==> config.mk <==
export PLATFORM = sky130hd
export DESIGN_NAME = booth_radix4_multiplier
export DESIGN_NICKNAME = d
export VERILOG_FILES = /design/src/rtl/booth_pkg.sv /design/src/rtl/booth_r4_encoder.sv /design/src/rtl/booth_radix4_multiplier.sv
export SDC_FILE = /design/constraint.sdc
export NUM_CORES = 1
export LEC_CHECK = 0
export CELL_PAD_IN_SITES_DETAIL_PLACEMENT = 0
export CELL_PAD_IN_SITES_GLOBAL_PLACEMENT = 1
export CORE_UTILIZATION = 45
export DETAILED_ROUTE_END_ITERATION = 8
export DONT_BUFFER_PORTS = 1
export GPL_ROUTABILITY_DRIVEN = 0
export PLACE_DENSITY_LB_ADDON = 0.12
export REMOVE_ABC_BUFFERS = 1
export SETUP_SLACK_MARGIN = 0.2
export SYNTH_ARGS = -nofsm -noshare
export SYNTH_HDL_FRONTEND = slang
export SYNTH_HIERARCHICAL = 1
export SYNTH_SLANG_ARGS = --single-unit
==> constraint.sdc <==
create_clock -name clk -period 5.84 [get_ports clk]
set_input_delay 1.168 -clock clk [delete_from_list [all_inputs] [get_ports clk]]
set_output_delay 1.168 -clock clk [all_outputs]
set_load 0.01 [all_outputs]
==> src/rtl/booth_pkg.sv <==
// Shared definitions for the radix-4 Booth multiplier: controller states,
// Booth digit encoding and the iteration-count rule.
package booth_pkg;

  // Controller states.
  typedef enum logic [1:0] {
    ST_IDLE = 2'd0,
    ST_CALC = 2'd1,
    ST_DONE = 2'd2
  } state_e;

  // Booth digit chosen from one 3-bit multiplier window.
  typedef enum logic [2:0] {
    DIG_ZERO   = 3'd0,
    DIG_POS_M  = 3'd1,
    DIG_POS_2M = 3'd2,
    DIG_NEG_M  = 3'd3,
    DIG_NEG_2M = 3'd4
  } digit_e;

  // Iteration count for N-bit operands extended to N+2 bits: two
  // multiplier bits are retired per iteration.
  function automatic int booth_iters(input int n);
    return (n / 2) + 1;
  endfunction

endpackage

==> src/rtl/booth_r4_encoder.sv <==
// Radix-4 Booth recoder: maps the window {Q[1],Q[0],Q_1} onto a digit
// selecting 0, +/-M or +/-2M.
module booth_r4_encoder
  import booth_pkg::*;
(
  input  logic [2:0] window,
  output logic [2:0] digit
);

  digit_e digit_s;

  // Window-to-digit lookup.
  always_comb begin
    digit_s = DIG_ZERO;
    case (window)
      3'b000, 3'b111: digit_s = DIG_ZERO;
      3'b001, 3'b010: digit_s = DIG_POS_M;
      3'b011:         digit_s = DIG_POS_2M;
      3'b100:         digit_s = DIG_NEG_2M;
      3'b101, 3'b110: digit_s = DIG_NEG_M;
      default:        digit_s = DIG_ZERO;
    endcase
  end

  assign digit = digit_s;

endmodule

==> src/rtl/booth_radix4_multiplier.sv <==
// Iterative radix-4 Booth multiplier with valid/ready handshakes on both
// sides. Signed and unsigned operands share one datapath by extending both
// operands to N+2 bits at acceptance and always running N/2+1 iterations.
module booth_radix4_multiplier
  import booth_pkg::*;
#(
  parameter int N = 32
) (
  input  logic           clk,
  input  logic           rst_n,
  input  logic           in_valid,
  output logic           in_ready,
  input  logic [N-1:0]   a,
  input  logic [N-1:0]   b,
  input  logic           signed_mode,
  input  logic           abort,
  output logic           out_valid,
  input  logic           out_ready,
  output logic [2*N-1:0] product,
  output logic           busy
);

  localparam int K  = booth_iters(N);
  localparam int CW = $clog2(K + 1);

  state_e           state_q,     state_d;
  logic [N+1:0]     m_q,         m_d;
  logic [N+1:0]     q_q,         q_d;
  logic             q1_q,        q1_d;
  logic [N+2:0]     acc_q,       acc_d;
  logic [CW-1:0]    cnt_q,       cnt_d;
  logic [2*N-1:0]   product_q,   product_d;
  logic             out_valid_q, out_valid_d;

  logic [2:0]       digit_raw_s;
  digit_e           digit_s;
  logic [N+2:0]     addend_s;
  logic [N+2:0]     sum_s;
  logic [2*N+5:0]   full_s;
  logic [2*N+5:0]   shifted_s;
  logic [N+1:0]     a_ext_s;
  logic [N+1:0]     b_ext_s;

  booth_r4_encoder u_enc (
    .window ({q_q[1:0], q1_q}),
    .digit  (digit_raw_s)
  );

  assign digit_s = digit_e'(digit_raw_s);

  // Operand extension at acceptance: sign bit replicated only in signed mode.
  always_comb begin
    a_ext_s = {2'b00, a};
    b_ext_s = {2'b00, b};
    if (signed_mode) begin
      a_ext_s = {{2{a[N-1]}}, a};
      b_ext_s = {{2{b[N-1]}}, b};
    end else begin
      a_ext_s = {2'b00, a};
      b_ext_s = {2'b00, b};
    end
  end

  // One Booth step: add the selected multiple of M, then shift {ACC,Q,Q_1}
  // arithmetically right by two.
  always_comb begin
    addend_s = '0;
    case (digit_s)
      DIG_ZERO:   addend_s = '0;
      DIG_POS_M:  addend_s = {m_q[N+1], m_q};
      DIG_POS_2M: addend_s = {m_q, 1'b0};
      DIG_NEG_M:  addend_s = -{m_q[N+1], m_q};
      DIG_NEG_2M: addend_s = -{m_q, 1'b0};
      default:    addend_s = '0;
    endcase
    sum_s     = acc_q + addend_s;
    full_s    = {sum_s, q_q, q1_q};
    shifted_s = $signed(full_s) >>> 2;
  end

  // Next-state and datapath update; abort overrides every other transition.
  always_comb begin
    state_d     = state_q;
    m_d         = m_q;
    q_d         = q_q;
    q1_d        = q1_q;
    acc_d       = acc_q;
    cnt_d       = cnt_q;
    product_d   = product_q;
    out_valid_d = out_valid_q;
    case (state_q)
      ST_IDLE: begin
        if (in_valid) begin
          m_d     = a_ext_s;
          q_d     = b_ext_s;
          q1_d    = 1'b0;
          acc_d   = '0;
          cnt_d   = CW'(K - 1);
          state_d = ST_CALC;
        end else begin
          state_d = ST_IDLE;
        end
      end
      ST_CALC: begin
        acc_d = shifted_s[2*N+5:N+3];
        q_d   = shifted_s[N+2:1];
        q1_d  = shifted_s[0];
        if (cnt_q == '0) begin
          state_d     = ST_DONE;
          product_d   = shifted_s[2*N:1];
          out_valid_d = 1'b1;
        end else begin
          cnt_d = cnt_q - CW'(1);
        end
      end
      ST_DONE: begin
        if (out_ready) begin
          state_d     = ST_IDLE;
          out_valid_d = 1'b0;
        end else begin
          state_d = ST_DONE;
        end
      end
      default: begin
        state_d     = ST_IDLE;
        out_valid_d = 1'b0;
      end
    endcase
    if (abort) begin
      state_d     = ST_IDLE;
      out_valid_d = 1'b0;
    end else begin
      state_d = state_d;
    end
  end

  // State and datapath registers, cleared asynchronously.
  always_ff @(posedge clk or negedge rst_n) begin
    if (!rst_n) begin
      state_q     <= ST_IDLE;
      m_q         <= '0;
      q_q         <= '0;
      q1_q        <= 1'b0;
      acc_q       <= '0;
      cnt_q       <= '0;
      product_q   <= '0;
      out_valid_q <= 1'b0;
    end else begin
      state_q     <= state_d;
      m_q         <= m_d;
      q_q         <= q_d;
      q1_q        <= q1_d;
      acc_q       <= acc_d;
      cnt_q       <= cnt_d;
      product_q   <= product_d;
      out_valid_q <= out_valid_d;
    end
  end

  assign in_ready  = (state_q == ST_IDLE);
  assign busy      = (state_q != ST_IDLE);
  assign out_valid = out_valid_q;
  assign product   = product_q;

endmodule

==> impl_metrics.py <==
metrics = {
    "timing": {
        "drv_slew": 0,
        "setup-violations-final": 0,
        "transition_time_at_the_pin_with_the_least_slew_margin_ns": 1.11,
        "setup_total_negative_slack_ns": 0,
        "min_period_over_period": 0.898,
        "fin_worst_skew_ns": 0.0173,
        "rsz0062_at_grt": "no",
        "worst_slew_margin_rel": 0.259,
        "final.min_clock_period_ns": 5.25,
        "fmax_mhz": 191,
        "timing.final.hold_violations": 0,
    },
    "run": {
        "max_cap_viol_count": 0,
    },
    "power": {
        "power.density_nw_per_um2": 568,
        "share_comb_of_total_power": 0.489,
        "power.share.clock": 0.185,
        "p_leak_uw": 0.00499,
        "internal_power_component_uw": 3410,
        "fin_total_pwr_uw": 6280,
        "p_sw_uw": 2870,
        "vdd_drop_max_v": 0.000213,
        "power_frac_seq": 0.326,
        "power_switching_share": 0.456,
    },
    "critical_path": {
        "cp.arrival_ns": 5.52,
        "start_kind": "flip-flop",
        "r2r_cells": 24,
        "critPathRequiredTime_ns": 6.12,
        "critPathBufInv": 4,
        "critPathKind": "reg2reg",
        "path_delay_family": "simple AND/OR/NAND/NOR gates",
        "worstPathCellList": "inv_1 > ha_1 > or3b_4 > or2_2 > or4_1 > or3_1 > xor2_1 > mux2i_1 > nor2b_1 > a21oi_1 > o22ai_1 > ha_1 > nand2_1 > nor3_1 > nand3_1 > a21boi_0 > buf_4 > a41oi_2 > buf_4 > o31ai_1 > buf_4 > a21oi_1 > xor2_1 > o21ai_0",
        "timing.critical_path.fanout_max": 7,
        "worstSetupPathDepth": 24,
        "timing.critical_path.mode_cell": "buf_4",
        "cp_slowest_stage_delay_ns": 0.44,
        "crit_path_top_delay_cell": "or4_1",
        "cp-end-kind": "flip-flop",
    },
    "floorplanning": {
        "die_height_um": 152,
        "start_util": 0.463,
        "io-pin-count": 137,
        "design.die.area_um2": 23300,
        "fp.coreArea_um2": 22000,
        "fp.dieW_um": 152,
        "fp-row-count": 54,
    },
    "clock_network": {
        "path_clk_slew_ns": 0.08,
        "tritoncts": "yes",
        "cts.sinks": 173,
        "clk-insertion-delay-late_ns": 0.46,
        "root_buffer": "clkbuf_16",
        "cts-buffers-inserted": 17,
        "cts-root-to-sink-buffers": 2,
        "cts_hold_buf": 0,
        "h_tree_lvls": 4,
    },
    "placed_design": {
        "port-buffer-count": 0,
        "placed_cells": 1410,
        "dp_hpwl_um": 17500,
    },
    "routing": {
        "avgViaCountPerCell": 5.66,
        "initialDrtViolationCount": 512,
        "detail-route-antenna-nets": 0,
        "drt-wirelength-per-cell_um": 18.2,
        "routed_wirelength_um": 26300,
        "drt_drc_violations_left": 1,
        "detail_route.first_pass.iterations": 9,
        "route.vias.total": 8171,
    },
    "global_route": {
        "number_of_antenna_violations_at_the_first_check_in_global_routing": 0,
        "wire_length_of_the_first_global_routing_pass_um": 43300,
        "pin_count_of_the_biggest_net_entering_global_routing": 174,
        "global_route.overflow_total": 0,
        "first_global_vias": 7986,
        "grtUsageTotal": 0.233,
    },
    "synth": {
        "synth_enable_flop_cells": 0,
        "ys.warnings.count": 6,
        "synth-seq-cells": 173,
        "yosys.area.top_type_share": 0.425,
        "synth_area_leaders": "dfrtp_1, nand2_1, o21ai_0",
        "post_synth_fa_ha_maj_area_fraction": 0.0498,
        "ys_async_sr_fraction": 1.00,
        "synth_simple_gate_area_share": 0.206,
        "synth_seq_area_share": 0.425,
        "netlist_top_cells_count": "nand2_1, dfrtp_1, o21ai_0, nor2_1, clkbuf_1",
        "netlist.top_cell.by_area": "dfrtp_1",
        "post_synth_xor_area_fraction": 0.0567,
        "most_frequent_cell_after_synthesis": "nand2_1",
        "syn_avg_cell_area_um2": 8.57,
        "synth_top_family_by_area": "simple AND/OR/NAND/NOR gates",
        "synth_area_um2": 10200,
        "dominantRegCellSynth": "dfrtp_1",
        "synth-compound-area-share": 0.179,
        "synth_cells": 1189,
        "yosys.cell_types.count": 61,
        "yosys-mux-area-fraction": 0.0471,
    },
    "outcome": {
        "violations": "design-rule violations",
        "status": "finished with violations",
    },
    "hold_path": {
        "hold_class": "in2async",
    },
    "final_layout": {
        "nNetsFinal": 1261,
        "finish.cell_count_without_fillers": 1444,
        "flow.area_growth_from_synthesis_pct": 8.46,
        "antenna_cells_inserted": 0,
        "share_of_final_layout_standard_cells_stronger_than_drive_strength_1": 0.0902,
        "fillers": 2195,
    },
}
power by group through the flow:
stage               Combinational (uW)  Clock (uW)  Sequential [uW]
finish                            3070        1160             2050
global route                      3460        1230             2110
CTS                               3040        1190             2050
detailed placement                3020           0             2070
global placement                  3000           0             2070
floorplan                         2300           0             1950
cell usage in the layout, fill, tap and decap left out, types with 26 or more instances in the layout:
master,instances
a31oi_1,37
o21ai_0,101
xnor2_1,26
nand2_1,242
nor2_1,82
a21oi_1,37
dfrtp_1,173
nand3_1,51
xor2_1,40
ha_1,39
mux2_2,36
o22ai_1,32
cell type report:
type | count | area [um2] | area share
Clock inverter | 14 | 180 | 0.0163
Sequential cell | 173 | 4330 | 0.392
Multi-Input combinational cell | 918 | 5540 | 0.501
Tap cell | 280 | 350 | 0.0317
Timing Repair Buffer | 19 | 143 | 0.0129
Clock buffer | 18 | 429 | 0.0388
Inverter | 22 | 82.6 | 0.00747
registers in the layout, indices dropped and copies added (netlist names):
register,cells
q1_q,1
state_q,2
q_q,34
product,64
acc_q,33
cnt_q,5
m_q,33
out_valid,1
layer usage:
layer  GRT usage  vias up  routed length [um]
met5           0        -                   0
li1            -     4110                   -
met4      0.0539        0                 197
met1       0.319     3898               12600
met2       0.367      148               12000
met3      0.0620       15                1510
cells by family (layout without fill, tap and decap cells):
group | count (synthesis) | count (layout)
DFF | 173 | 173
adders and majority gates | 40 | 40
and+or+nand+nor | 472 | 472
xor gates and xnor gates | 66 | 66
buffers and inverters | 98 | 73
AOI/OAI and AO/OA | 297 | 297
muxes | 43 | 43
path summary, 6_finish.rpt:
path / endpoint / from / slack, ns
setup / recovery: product[61]$_DFFE_PN0P_ / m_q[0]$_DFFE_PN0P_ / 0.59
setup reg to reg: product[61]$_DFFE_PN0P_ / m_q[0]$_DFFE_PN0P_ / 0.59
max in group asynchronous: product[11]$_DFFE_PN0P_ / rst_n / 5.19
hold / removal: product[41]$_DFFE_PN0P_ / rst_n / 0.41
min in group clk: cnt_q[4]$_DFFE_PN0P_ / cnt_q[4]$_DFFE_PN0P_ / 0.50
hold reg to reg: cnt_q[4]$_DFFE_PN0P_ / cnt_q[4]$_DFFE_PN0P_ / 0.50
stage by stage:
step | hold slack (ns) | cell area [um2] | setup WS, ns | utilization
after floorplan | 0.453 | 9900 | 0.354 | -
after global placement | 0.477 | 10400 | 0.571 | 0.472
after detailed placement | 0.484 | 10400 | 0.447 | 0.472
after CTS | 0.393 | 11000 | 0.429 | 0.500
after global routing | 0.394 | 11100 | 0.211 | 0.502
final | 0.411 | 11100 | 0.594 | 0.502
timing repair:
action / CTS / global route
gates resized for setup: 0 / 7
buffers inserted: 0 / 2
endpoints found under the setup margin: 0 / 9
No activity file was read; power rests on OpenSTA's default activity.
==> patch 1, RTL diff (same settings) <==
Re-encode `state_e` (3 states) as one-hot, 3 bits wide.
--- a/src/rtl/booth_pkg.sv
+++ b/src/rtl/booth_pkg.sv
@@ -3,10 +3,10 @@
 package booth_pkg;
 
   // Controller states.
-  typedef enum logic [1:0] {
-    ST_IDLE = 2'd0,
-    ST_CALC = 2'd1,
-    ST_DONE = 2'd2
+  typedef enum logic [2:0] {
+    ST_IDLE = 3'b001,
+    ST_CALC = 3'b010,
+    ST_DONE = 3'b100
   } state_e;
 
   // Booth digit chosen from one 3-bit multiplier window.
Behaviour: no difference found for any inputs over 10 cycles, from zero or initial values and one cycle with rst_n low; not proved beyond that.
==> patch 1 against the unedited design <==
- wire length up 4.4%
- total power down 27%
- final area up 3.0%
- area after synthesis up 4.2%
- critical path type unchanged
- sequential cell count up 1
- setup slack better by 230 ps
- global-route usage up 0.36 points
==> patch 1: results <==
setup_path:
  timing.rr.end: "acc_q[22]"
  reg2reg_setup_slack_ps: 820
  worstPathArrival_ps: 5310
  crit_fanout: 45
place:
  post-place-cells: 1460
  place_area_um2: 10800
  pre_cts_ws_ps: 928
  hpwl_um: 18800
global_routing:
  met1_usage: 0.315
  grt_max_degree: 175
final_layout:
  nNetsFinal: 1276
  regArea_um2: 4360
  fillCellCount: 2223
  drive_above_1_share: 0.0984
route:
  wl_met3_um: 1750
  vias: 8518
  wirelength_um: 27400
  drt_pre_antenna_iters: 4
  drt_iter0_markers: 433
  met2_length_um: 12300
power:
  static-leakage-power_nw: 5.15
  ir_drop_mv: 0.177
synthesis:
  synth_compound_area_frac: 0.192
  synthTopCellsByCount: "nand2_1, dfrtp_1, nor2_1"
  synth_xor_xnor_area_share: 0.0561
  synth_cell_types: 80
  synth_top_cells_by_area: "dfrtp_1, nand2_1, o21ai_0"
  seq_area_frac_synth: 0.410
sta:
  setup_ws_ps: 824
run_status:
  status: "completed"
patch 1: changes by cell type after synthesis, moves of 7 or more:
cell / delta
o22ai_1: +28
nand4_1: +9
o21ai_0: +12
nand2_1: -55
a21oi_1: +9
nor2_1: +41
o21ai_1: +13
o21bai_1: +7
a31oi_1: -32
patch 1: worst min-delay path by stage:
stage,depth (start not counted),to,slack (ps)
6_report,0,product[44],410
5_1_grt,0,product[42],390
3_5_place_dp,2,acc_q[27],500
2_1_floorplan,2,acc_q[27],460
3_3_place_gp,2,acc_q[27],490
4_1_cts,0,product[44],400
patch 1: layout make-up:
class                   count  area share
inverters                  20     0.00659
multi-input cells         944       0.516
clock buffers              18      0.0386
repair buffers              9     0.00593
clock inverters            14      0.0158
flip-flops and latches    174       0.383
well taps                 313      0.0344
patch 1: power by group:
group          leakage, nW  internal, mW  switching (mW)
Clock                0.300         0.596           0.588
Combinational         2.60         0.621           0.950
Sequential            2.25          1.47           0.332
Total                 5.15          2.68            1.87
==> patch 2, RTL diff (same flow settings) <==
Made on the original files. `N`: 32 -> 64.
--- a/src/rtl/booth_radix4_multiplier.sv
+++ b/src/rtl/booth_radix4_multiplier.sv
@@ -4,7 +4,7 @@
 module booth_radix4_multiplier
   import booth_pkg::*;
 #(
-  parameter int N = 32
+  parameter int N = 64
 ) (
   input  logic           clk,
   input  logic           rst_n,
Interface: changed (resized a, b and product); port bits go from 137 to 265. No check against the original RTL was run, so the function may have changed too.
==> patch 2 against the unedited design <==
- final area up 120%
- area after synthesis is 96% higher
- setup slack got worse by 470 ps
- die area is 95% higher
- sequential cell count rose by 161
- via count increased by 110%
- wire length is 140% higher
- total power is 94% higher
==> patch 2: results <==
power:
  static-leakage-power_nw: 10.9
  ir_drop_mv: 0.283
route:
  drt_iter0_markers: 1109
  vias: 17000
  drc: 0
  wirelength_um: 62200
  vias_per_cell: 5.93
place:
  place_area_um2: 22000
  post-place-cells: 2764
  hpwl_um: 43600
global_routing:
  grt_max_degree: 335
  antenna_found_initial: 12
  grt_pass1_wl_um: 97200
  gr-usage-all-layers: 0.275
  grt_pass1_vias: 17200
sta:
  slew_headroom: 0.260
  whs_ps: 314
clock_network:
  h-tree-depth: 2
  cts_buffers: 38
  clkTransAtPathRegs_ps: 60
  clockBufferDepth: 3
  clkLatencyLatePin_ps: 560
setup_path:
  r2r_cells: 25
  reg2reg_setup_slack_ps: 130
  critical_path.slowest_cell: "or4_4"
  worstPathArrival_ps: 6120
  critPathMaxStageDelay_ps: 560
  timing.rr.end: "acc_q[61]"
synthesis:
  synthAdderAreaFrac: 0.0454
  synth_cell_types: 81
  synth_compound_area_frac: 0.206
  synth_top_cells_by_area: "dfrtp_1, mux2_2, o21ai_0"
  synthTopCellsByCount: "dfrtp_1, nand2_1, o21ai_0"
  syn_avg_cell_area_um2: 9.58
  seq_area_frac_synth: 0.418
final_layout:
  fillCellCount: 3825
  nNetsFinal: 2449
  drive_above_1_share: 0.302
  largest_reg_flops: 128
run_status:
  status: "completed"
## patch 2: layout make-up
cell class / count / share of cell area
sequential: 334 / 0.342
inverter: 25 / 0.00384
timing repair buffer: 263 / 0.0831
tap: 585 / 0.0300
antenna: 7 / 0.000717
clock buffer: 51 / 0.0430
multi-input combinational: 1581 / 0.490
clock inverter: 15 / 0.00742
## patch 2: how the worst min path moves through the flow
stage                              to      start  cells past startpoint
final                     product[87]      rst_n                      0
after global routing      product[87]      rst_n                      0
after CTS                 product[87]      rst_n                      0
after detailed placement    acc_q[52]  acc_q[52]                      2
after global placement      acc_q[52]  acc_q[52]                      2
after floorplan             acc_q[10]  acc_q[10]                      2
## patch 2: logic make-up (layout without fill, tap and decap cells)
family | after synthesis | in the layout
other | 0 | 7
XOR/XNOR | 132 | 132
adder cells (fa/ha/maj) | 72 | 72
flip-flops | 334 | 334
multiplexers | 189 | 189
buffers and inverters | 175 | 354
AND/OR/NAND/NOR | 548 | 548
AO/OA/AOI/OAI | 640 | 640
## patch 2: what timing repair did
action | 4_1_cts | 5_1_grt
hold buffers | 0 | 0
setup endpoints to repair | 44 | 53
resized for setup | 96 | 129
cloned | 0 | 0
pin swaps | 19 | 53
buffers inserted | 12 | 12
## patch 2: where the power goes
group	internal, mW	switching, mW
Combinational	2.71	3.20
Sequential	3.07	0.836
Clock	1.40	0.988
## patch 2: metal layers
metal | track usage | share of wire
met2 | 0.448 | 0.47
met1 | 0.350 | 0.42
met3 | 0.0718 | 0.078
met4 | 0.103 | 0.029
met5 | 0 | 0.00088
## patch 2: stage by stage
step                 util  setup slack (ps)
global route        0.562              -119
finish              0.562               126
global placement    0.506              -207
detailed placement  0.506              -286
CTS                 0.546               111
floorplan               -             -2340
## patch 2: worst register-to-register path, delay by kind of cell, from the launching register on
| family | cells | cell delay, ps |
|---|---|---|
| AND/OR/NAND/NOR | 12 | 3080 |
| XOR/XNOR | 2 | 320 |
| AO/OA/AOI/OAI | 6 | 890 |
| flip-flops | 1 | 380 |
| adder cells (fa/ha/maj) | 2 | 490 |
| buffers and inverters | 3 | 390 |
